===== src/rtl/program_loader.sv =====
// Program loader: packs a byte stream into big-endian words, writes them to
// main memory while holding the core in reset, then hands the memory port over.
module program_loader #(
   parameter int unsigned MEM_BYTES   = 1024,
   parameter int unsigned HOLD_CYCLES = 2
) (
   input  logic        clock,
   input  logic        reset,
   input  logic        ld_start,
   input  logic        ld_valid,
   input  logic [7:0]  ld_byte,
   input  logic        ld_last,
   output logic        ld_ready,
   input  logic        core_mem_en,
   input  logic        core_wen,
   input  logic [31:0] core_addr,
   input  logic [31:0] core_wdata,
   output logic        mem_en,
   output logic        mem_wen,
   output logic [31:0] mem_addr,
   output logic [31:0] mem_wdata,
   output logic        core_reset,
   output logic        ld_error,
   output logic [15:0] words_loaded
);

   localparam int unsigned HCW       = (HOLD_CYCLES > 1) ? $clog2(HOLD_CYCLES) : 1;
   localparam logic [31:0] MEM_LIMIT = 32'(MEM_BYTES);
   localparam logic [HCW-1:0] HOLD_LAST = HCW'(HOLD_CYCLES - 1);

   typedef enum logic [2:0] {
      S_IDLE,
      S_LOAD,
      S_FLUSH,
      S_HOLD,
      S_RUN,
      S_ERROR
   } state_e;

   state_e          state_q, state_d;
   logic [31:0]     buf_q, buf_d;
   logic [1:0]      cnt_q, cnt_d;
   logic [31:0]     addr_q, addr_d;
   logic [15:0]     words_q, words_d;
   logic            err_q, err_d;
   logic            wr_q, wr_d;
   logic [31:0]     wdata_q, wdata_d;
   logic [HCW-1:0]  hold_q, hold_d;
   logic            core_reset_q, core_reset_d;

   logic [31:0]     shifted;
   logic [31:0]     padded;
   logic            addr_ok;
   logic            write_now;

   // State and datapath registers
   always_ff @(posedge clock or posedge reset) begin
      if (reset) begin
         state_q      <= S_IDLE;
         buf_q        <= '0;
         cnt_q        <= '0;
         addr_q       <= '0;
         words_q      <= '0;
         err_q        <= 1'b0;
         wr_q         <= 1'b0;
         wdata_q      <= '0;
         hold_q       <= '0;
         core_reset_q <= 1'b1;
      end else begin
         state_q      <= state_d;
         buf_q        <= buf_d;
         cnt_q        <= cnt_d;
         addr_q       <= addr_d;
         words_q      <= words_d;
         err_q        <= err_d;
         wr_q         <= wr_d;
         wdata_q      <= wdata_d;
         hold_q       <= hold_d;
         core_reset_q <= core_reset_d;
      end
   end

   // Next-state and output decode
   always_comb begin
      state_d   = state_q;
      buf_d     = buf_q;
      cnt_d     = cnt_q;
      addr_d    = addr_q;
      words_d   = words_q;
      err_d     = err_q;
      wr_d      = wr_q;
      wdata_d   = wdata_q;
      hold_d    = hold_q;
      ld_ready  = 1'b0;
      mem_en    = 1'b0;
      mem_wen   = 1'b0;
      mem_addr  = '0;
      mem_wdata = '0;

      shifted = {buf_q[23:0], ld_byte};
      case (cnt_q)
         2'd0:    padded = {ld_byte, 24'h0};
         2'd1:    padded = {buf_q[7:0], ld_byte, 16'h0};
         2'd2:    padded = {buf_q[15:0], ld_byte, 8'h0};
         default: padded = shifted;
      endcase

      addr_ok   = (addr_q < MEM_LIMIT);
      write_now = ((state_q == S_LOAD) && wr_q) || (state_q == S_FLUSH);

      // Out-of-range writes never reach memory
      if (write_now && addr_ok) begin
         mem_en    = 1'b1;
         mem_wen   = 1'b1;
         mem_addr  = addr_q;
         mem_wdata = wdata_q;
      end

      case (state_q)
         S_LOAD: begin
            ld_ready = 1'b1;
            if (wr_q) begin
               wr_d = 1'b0;
               if (addr_ok) begin
                  addr_d  = addr_q + 32'd4;
                  words_d = words_q + 16'd1;
               end else begin
                  err_d   = 1'b1;
                  state_d = S_ERROR;
               end
            end
            if (ld_valid && !(wr_q && !addr_ok)) begin
               if (ld_last) begin
                  // Final word, full or partial, is written from FLUSH
                  wdata_d = padded;
                  buf_d   = '0;
                  cnt_d   = '0;
                  state_d = S_FLUSH;
               end else if (cnt_q == 2'd3) begin
                  wdata_d = shifted;
                  wr_d    = 1'b1;
                  buf_d   = '0;
                  cnt_d   = '0;
               end else begin
                  buf_d = shifted;
                  cnt_d = cnt_q + 2'd1;
               end
            end
         end
         S_FLUSH: begin
            hold_d = '0;
            if (addr_ok) begin
               addr_d  = addr_q + 32'd4;
               words_d = words_q + 16'd1;
               state_d = S_HOLD;
            end else begin
               err_d   = 1'b1;
               state_d = S_ERROR;
            end
         end
         S_HOLD: begin
            if (hold_q == HOLD_LAST) begin
               state_d = S_RUN;
            end else begin
               hold_d = hold_q + HCW'(1);
            end
         end
         S_RUN: begin
            mem_en    = core_mem_en;
            mem_wen   = core_wen;
            mem_addr  = core_addr;
            mem_wdata = core_wdata;
         end
         default: ;
      endcase

      // A start pulse restarts from any state and discards a coincident byte
      if (ld_start) begin
         state_d = S_LOAD;
         buf_d   = '0;
         cnt_d   = '0;
         addr_d  = '0;
         words_d = '0;
         err_d   = 1'b0;
         wr_d    = 1'b0;
         hold_d  = '0;
      end

      core_reset_d = (state_d != S_RUN);
   end

   assign core_reset   = core_reset_q;
   assign ld_error     = err_q;
   assign words_loaded = words_q;

endmodule


===== config.mk =====
export PLATFORM = sky130hd
export DESIGN_NAME = program_loader
export DESIGN_NICKNAME = d
export VERILOG_FILES = /design/src/rtl/program_loader.sv
export SDC_FILE = /design/constraint.sdc
export NUM_CORES = 1
export LEC_CHECK = 0
export ABC_AREA = 1
export BUFFER_PORTS_ARGS = -buffer_cell sky130_fd_sc_hd__buf_2
export CORE_MARGIN = 2
export CORE_UTILIZATION = 50
export CTS_CLUSTER_SIZE = 30
export DETAILED_ROUTE_END_ITERATION = 8
export HOLD_SLACK_MARGIN = 0.1
export PLACE_DENSITY_LB_ADDON = 0.15
export RECOVER_POWER = 25
export SLEW_MARGIN = 20
export SYNTH_ARGS = -nofsm -noshare
export SYNTH_HDL_FRONTEND = slang
export SYNTH_SLANG_ARGS = --single-unit
export TNS_END_PERCENT = 1

===== constraint.sdc =====
create_clock -name clock -period 5.2 [get_ports clock]
set_input_delay 0.78 -clock clock [delete_from_list [all_inputs] [get_ports clock]]
set_output_delay 0.78 -clock clock [all_outputs]
set_load 0.02 [all_outputs]

[Yosys cells after proc, flatten, opt, wreduce, memory -nomap -nowiden]
Cells that the tools add are included.
Word-level totals
  flip-flop bits (word level): 113
  bits of input ports: 79
  output and inout port bits: 85
Cells by class
  $add $sub $neg: 4
  order comparisons: 1
  eq/ne operators: 9
  muxes and demuxes: 49
  reduce and logical (&&, ||, !) cells: 16
Operator list (number)
  $mux W32: 9
  $mux W24: 5
  $pmux W32 S3: 1
  $pmux W32 S2: 1
  $mux W16: 3
  $add A32 B3 Y32 const B: 1
  $lt A32 B11 Y1 const B: 1
  $pmux W16 S2: 1
  $mux W3: 7
  $add A16 B1 Y16 const B: 1
  $mux W1: 14
  $mux W2: 5
  $pmux W3 S3: 1
  $eq A3 B2 Y1 const B: 2
  $ne A3 B3 Y1 const B: 2
  $reduce_bool A2 Y1: 3
  $reduce_bool A3 Y1: 2
  $eq A2 B2 Y1 const B: 2
  $logic_and A1 B1 Y1: 4
  $pmux W1 S2: 2
  $reduce_and A2 Y1: 2
  $eq A3 B1 Y1 const B: 1
  $eq A3 B3 Y1 const B: 1
  $reduce_and A3 Y1: 1
  6 further kinds: 7

[Depth between registers and ports, before layout]
Gate-level depths: netlist of run 1.
  depth after elaboration: 9
  gate-level depth with buffers: 11

[Worst setup path before layout of run 1]
No wires, ideal clock.
  path kind: reg-to-output
  start point: register state_q[2]
  end point: output port mem_wdata[10]
  arrival time: 1.586 ns
  required time: 4.420 ns
  path slack: 2.834 ns
  stages on the path, launching flop included: 9
  path buffers: 1
  cell sequence: dfrtp_1 nor2_2 nand2_2 o21ai_2 inv_2 nor2_8 inv_4 buf_2 o22ai_1
On the way
  cells in the longest elaborated chain, start to end: 6
  elaborated cells between the ends (all ways): 8
  those cells by class: 3 x eq/ne; 2 x mux; 3 x reduce/logical
Ends and longest elaborated chain
  start, declared: line 40  | state_e state_q, state_d;
  start signal, assigned: line 70  | state_q <= state_d;
  $eq A3 B1 Y1: line 109  | write_now = ((state_q == S_LOAD) && wr_q) || (state_q == S_FLUSH);
  $logic_and A1 B1 Y1: line 109
  $logic_or A1 B1 Y1: line 109
  $logic_and A1 B1 Y1: line 112  | if (write_now && addr_ok) begin
  $mux W32: line 112
  $mux W32 *: line 119  | case (state_q)
  end, declared: line 21  | output logic [31:0] mem_wdata,
Mark *: on every way between the ends. The rest lies on a longest branch, timed or not.

[Worst setup path in the final report of run 1]
  start point: input port ld_start
  end point: register addr_q[6]
On the way
  cells in the longest elaborated chain, start to end: 2
  elaborated cells between the ends (all ways): 4
  those cells by class: 1 x eq/ne; 1 x mux; 2 x reduce/logical
Ends and longest elaborated chain
  start, declared: line 9  | input logic ld_start,
  $ne A3 B3 Y1 (no source line) or $reduce_bool A3 Y1 (tied branches)
  $reduce_and A2 Y1 (no source line)
  end signal, assigned: line 73  | addr_q <= addr_d;
  end, declared: line 43  | logic [31:0] addr_q, addr_d;
Parallel ways exist; a longest one is shown, timed or not.
A chain may end at the register's enable or synchronous reset.

==> results.tsv, run 1 <==
stage	metric	value	unit
timing	Final Cycle Share	0.597	
outcome	failing checks	max-capacitance violations, max-slew violations	
synthesis	simple-gate area share of the yosys netlist	0.233	
synthesis	Distinct cells, synth	37	
finish	fin cells	1183	
finish	share of layout cells above drive strength 1	0.213	
route	post-route ant nets	0	
grt	first-pass GRT wire length	25300	um
critical_path	Critical Path Fanout Max	39	
finish	most frequent cells in the layout	inv_1, buf_2, nand2_1	
finish	Area Growth Syn to Fin	18.4	%
grt	largest net degree at the start of global routing	78	
timing	max_slew headroom	-1.28	
critical_path	Critical Path Start Type	primary input	
placed_design	RePlAce Congestion	0.870	
finish	footprint of the multi-input gates	2640	sq um
synthesis	Synth Net Count	956	
route	WL/cell	13.2	um
placed_design	dpl cell area	7220	sq um
clock_network	clock root cell	clkbuf_16	
grt	GRT met2 Usage	0.370	
grt	total gr overflow	0	
synthesis	mux cell area share after synthesis	0.00157	
timing	unrepaired setup endpoints after global routing	no	
route	drt first pass iters	5	
clock_network	CTS max path bufs	2	
power_and_ir_drop	worst ir drop on vdd	0.240	mV
timing	maximum clock frequency	0.322	GHz
route	vias per cell	4.95	
synthesis	Netlist Area Pre-Place	6390	sq um
synthesis	Post-synth EDFFs	0	
grt	GRT met3 Usage	0.0273	
finish	Layout fillers	1199	
synthesis	synth top area cells	dfrtp_1, inv_1, nand2_1, nor2_1, o22ai_1	
grt	vias in the first global route	5126	
placed_design	Detailed Place HPWL	10700	um
floorplanning	chip width	117	um
synthesis	asr flop ratio synth	1.00	
timing	Final Hold Vio Count	0	
finish	commonest non-fill, non-tap cell in the layout	inv_1	
synthesis	Seq cells post-synth	111	
floorplanning	die area	13700	sq um
clock_network	TritonCTS clock tree	built	
grt	GRT Util Overall	0.235	
placed_design	cell count after placement	1167	
critical_path	WP data arrival	3300	ps
timing	final setup TNS	0	ps
synthesis	Synth Area in XOR/XNOR	0.00823	
power_and_ir_drop	Pleak	0.00407	uW
synthesis	Warnings, synthesis	0	
synthesis	adder-cell share of the synthesized area	0.0118	
timing	Final setup viols	0	
timing	Slew Limit Fails	78	
grt	GR Layer Usage met1	0.339	
clock_network	CTS H-tree depth	3	
clock_network	Worst-path clk slew	70	ps
synthesis	largest family of logic cells by synthesized area	simple AND/OR/NAND/NOR gates	
finish	Register Area	2780	sq um
clock_network	# hold bufs at CTS	0	
run	maxcap violations	1	
finish	final instance area	7560	sq um
critical_path	Reg2Reg Setup Slack	2660	ps
route	final wirelength	15600	um
hold_path	Hold Path Class	reg -> reg	
floorplanning	num rows	41	
placed_design	Port Buf Inserts	163	
floorplanning	core area	12600	sq um
critical_path	crit path kind	in -> reg	
clock_network	Num CTS Buffers	9	
power_and_ir_drop	pwr/cell area	312	nW/um^2
synthesis	post-synth top area cell	dfrtp_1	
route	Residual DRC	0	
timing	fin crit period	3110	ps
clock_network	Post-CTS Setup Repair Bufs	0	
clock_network	total clock sinks	111	
timing	Least-Margin Pin Slew	3390	ps
synthesis	prevailing post-synth register cell	dfrtp_1	
outcome	status	complete, but fails checks	
route	via count	5854	
finish	Final nets	1091	
grt	initial antenna violation count	0	
clock_network	post-cts sizing count	0	
grt	Most Crowded Layer GR	met2	
floorplanning	IO Pins	164	
synthesis	Mapped Cells	871	
synthesis	top cell type's share of synthesized area	0.431	
critical_path	crit end category	register	
finish	Ant. Diodes	0	
floorplanning	Die H	117	um
route	initial DRC count	384	
synthesis	sequential share of the synthesized area	0.435	
clock_network	latest clock arrival within the worst-skew pair	350	ps
critical_path	Worst Path Required	5390	ps
timing	clock skew	9.14	ps
floorplanning	Initial Util	0.508	
synthesis	post-synthesis compound-gate area fraction	0.158	
synthesis	Avg Cell Area, Syn	7.33	sq um
==> where the power goes <==
part / leakage (uW) / switching [uW] / internal, uW
Clock: 0.000164 / 306 / 485
Sequential: 0.00152 / 36.3 / 950
Combinational: 0.00238 / 408 / 175
Total: 0.00407 / 750 / 1610
==> path summary, 6_finish.rpt <==
kind / startpoint / to / cells past startpoint
max: ld_start / addr_q[6] / 5
min: addr_q[11] / addr_q[11] / 2
max reg2reg: addr_q[10] / wdata_q[23] / 10
min reg2reg: addr_q[11] / addr_q[11] / 2
max in group asynchronous: reset / wdata_q[23] / 3
min in group asynchronous: reset / addr_q[27] / 2
==> worst max-delay path, cell delays in order <==
cell      delay [ps]
clkbuf_1         860
clkinv_1         450
buf_4            390
nand2_2          570
o21ai_0          220
==> Yosys cell counts, types with 7 or more instances <==
| master | n |
|---|---|
| a21oi_1 | 14 |
| a31oi_1 | 8 |
| buf_2 | 8 |
| buf_6 | 7 |
| clkbuf_1 | 23 |
| dfrtp_1 | 110 |
| inv_1 | 188 |
| nand2_1 | 141 |
| nand3_1 | 58 |
| nand4_1 | 14 |
| nor2_1 | 103 |
| nor3_1 | 20 |
| o21ai_0 | 59 |
| o21ai_2 | 19 |
| o22ai_1 | 48 |
| o32ai_1 | 8 |
==> sequential cells by signal, summed over array words and instances (netlist names) <==
name and cells:
wdata_q 32, wr_q 1, cnt_q 2, ld_error 1
hold_q 1, buf_q 24, core_reset 1, addr_q 30
words_loaded 16, state_q 3
==> cell type report <==
cell class                 instances  area share
inverter                         192      0.0958
tap                              172      0.0285
timing repair buffer             169       0.114
sequential                       111       0.368
clock inverter                     3      0.0119
clock buffer                      13      0.0331
multi-input combinational        523       0.349
==> routing by layer <==
metal  share of wire  up-vias
li1                -     3024
met1            0.46     2635
met2            0.47      174
met3           0.053       21
met4           0.018        0
met5               0        -
==> kinds of logic after synthesis <==
| logic type | Yosys count |
|---|---|
| compound gates | 165 |
| xor+xnor | 6 |
| fa+ha+maj | 6 |
| buf+inv | 237 |
| flops | 111 |
| mux | 1 |
| simple gates | 345 |
==> stage by stage <==
stage	setup slack [ps]	hold slack (ps)	power [uW]	utilization
after floorplan	1490	458	1450	-
after global placement	2480	469	1580	0.575
after detailed placement	2380	481	1590	0.575
after CTS	2160	492	2380	0.602
after global routing	1590	510	2500	0.601
final	2090	489	2360	0.601
Note: power is estimated with default switching activity, not from simulation.
==> run 2: changes to the inputs <==
- CORE_UTILIZATION: 50 -> 49
- clock period: 5.2 -> 2.8 ns (I/O delays scaled with it)
==> run 2 against run 1 <==
The run now ends clean. Clock power is 57% higher. Die area is 2.0% higher. Non-clock buffer count is 6 higher. Sequential share of layout area hardly changed. Final area hardly changed. First-iteration DRC count is 11% lower. Clock skew is 4.4 ps higher. Register-to-register slack worse by 2000 ps. Sequential power is 86% higher. Sequential cell count stayed put. Setup slack worse by 1900 ps.
==> results.tsv, run 2 (synthesized netlist as in run 1, its figures left out) <==
stage	metric	value	unit
floorplanning	chip width	118	um
floorplanning	die area	14000	sq um
floorplanning	num rows	41	
power_and_ir_drop	switching pwr	1460	uW
placed_design	Port Buf Inserts	163	
critical_path	crit end category	primary output	
finish	final instance area	7550	sq um
finish	Layout fillers	1209	
finish	biggest regs	wdata_q (32), addr_q (30), buf_q (24)	
finish	largest reg by FF count	wdata_q	
power_and_ir_drop	clock power share	0.296	
critical_path	Worst Path Required	2380	ps
power_and_ir_drop	pwr/cell area	553	nW/um^2
placed_design	RePlAce Congestion	0.898	
clock_network	Num CTS Buffers	9	
power_and_ir_drop	Switching Fraction	0.348	
clock_network	CTS max path bufs	2	
timing	Slew Limit Fails	0	
clock_network	latest clock arrival within the worst-skew pair	360	ps
finish	Final nets	1097	
timing	WHS	213	ps
clock_network	CTS H-tree depth	3	
clock_network	TritonCTS clock tree	built	
power_and_ir_drop	Pleak	0.00407	uW
placed_design	Detailed Place HPWL	11200	um
grt	GRT Util Overall	0.235	
grt	largest net degree at the start of global routing	69	
placed_design	cell count after placement	1173	
timing	Least-Margin Pin Slew	1470	ps
finish	Ant. Diodes	0	
timing	fin crit period	2570	ps
power_and_ir_drop	Reg power frac	0.438	
clock_network	# hold bufs at CTS	0	
critical_path	crit-path cells	inv_1 > nand2_1 > nor2_1 > nand3_4 > nor2_8 > inv_6 > o22ai_1 > buf_2	
finish	Largest register FFs	32	
power_and_ir_drop	combinational power share	0.266	
finish	share of layout cells above drive strength 1	0.219	
route	final wirelength	15800	um
route	drt first pass iters	4	
timing	Final Cycle Share	0.919	
power_and_ir_drop	worst ir drop on vdd	0.484	mV
critical_path	Slowest Stage Delay on Critical Path	390	ps
run	maxcap violations	0	
timing	unrepaired setup endpoints after global routing	no	
critical_path	crit path kind	reg -> out	
floorplanning	IO Pins	164	
timing	Final setup viols	0	
clock_network	Post-CTS Setup Repair Bufs	0	
power_and_ir_drop	Int Power	2720	uW
outcome	status	finished clean	
clock_network	Worst-path clk slew	80	ps
grt	initial antenna violation count	0	
clock_network	clock root cell	clkbuf_16	
grt	vias in the first global route	5688	
finish	fin cells	1189	
critical_path	Slowest cell on crit path	dfrtp_1	
route	Residual DRC	0	
critical_path	Critical Path Start Type	register	
placed_design	dpl cell area	7290	sq um
hold_path	Hold Path Class	in -> async	
grt	first-pass GRT wire length	27000	um
clock_network	total clock sinks	111	
floorplanning	core area	12700	sq um
finish	Area Growth Syn to Fin	18.3	%
timing	clock skew	13.6	ps
timing	maximum clock frequency	0.388	GHz
critical_path	WP data arrival	2150	ps
grt	total gr overflow	0	
route	via count	5971	
floorplanning	Die H	118	um
route	initial DRC count	341	
floorplanning	Initial Util	0.504	
finish	commonest non-fill, non-tap cell in the layout	inv_1	
critical_path	Critical Path Fanout Max	43	
timing	Final Hold Vio Count	0	
route	WL/cell	13.3	um
timing	final setup TNS	0	ps
route	vias per cell	5.02	
finish	most frequent cells in the layout	inv_1, buf_2, nand2_1	
timing	max_slew headroom	0.0203	
route	post-route ant nets	0	
-- run 2: critical path, delay by kind of cell (launching register included) --
| family | cells | cell delay, ps |
|---|---|---|
| AOI/OAI and AO/OA | 1 | 150 |
| buffers and inverters | 3 | 480 |
| DFF | 1 | 390 |
| and+or+nand+nor | 4 | 750 |
-- run 2: final timing paths --
check,start,depth (start not counted),endpoint,slack (ps)
max in group asynchronous,reset,3,wdata_q[25],670
setup reg to reg,addr_q[10],9,words_loaded[5],680
min in group clock,ld_byte[1],3,wdata_q[1],320
hold / removal,reset,2,wdata_q[7],210
setup / recovery,addr_q[10],8,mem_wdata[2],230
hold reg to reg,addr_q[18],2,addr_q[18],490
-- run 2: power groups by stage --
stage | Sequential, uW | Clock [uW] | Combinational (uW)
final | 1830 | 1240 | 1110
after detailed placement | 1860 | 0 | 1120
after global routing | 1850 | 1330 | 1260
after global placement | 1860 | 0 | 1120
after CTS | 1830 | 1270 | 1120
after floorplan | 1850 | 0 | 848
-- run 2: layer usage --
layer,part of all wire,GRT usage,vias to the layer above
met1,0.44,0.302,2732
met2,0.48,0.393,189
met3,0.060,0.0492,21
met5,0,0,-
li1,-,-,3029
met4,0.016,0.0866,0
-- run 2: layout make-up --
type	count	area (sq um)	area share
repair buffers	175	912	0.121
multi-input cells	523	2640	0.350
clock buffers	10	229	0.0303
well taps	172	215	0.0285
inverters	192	727	0.0962
flip-flops and latches	111	2780	0.368
clock inverters	6	50.0	0.00663
-- run 2: stage by stage --
| step | utilization | total power, uW | setup WS [ps] |
|---|---|---|---|
| final | 0.596 | 4180 | 226 |
| after global routing | 0.596 | 4440 | 0.504 |
| after CTS | 0.598 | 4230 | 136 |
| after detailed placement | 0.576 | 2980 | 537 |
| after global placement | 0.576 | 2970 | 577 |
| after floorplan | - | 2700 | 794 |
-- run 2: repair_timing --
action / CTS / global route
endpoints found under the setup margin: 0 / 41
endpoints found under the hold margin: 0 / 0
gates resized for setup: 0 / 1
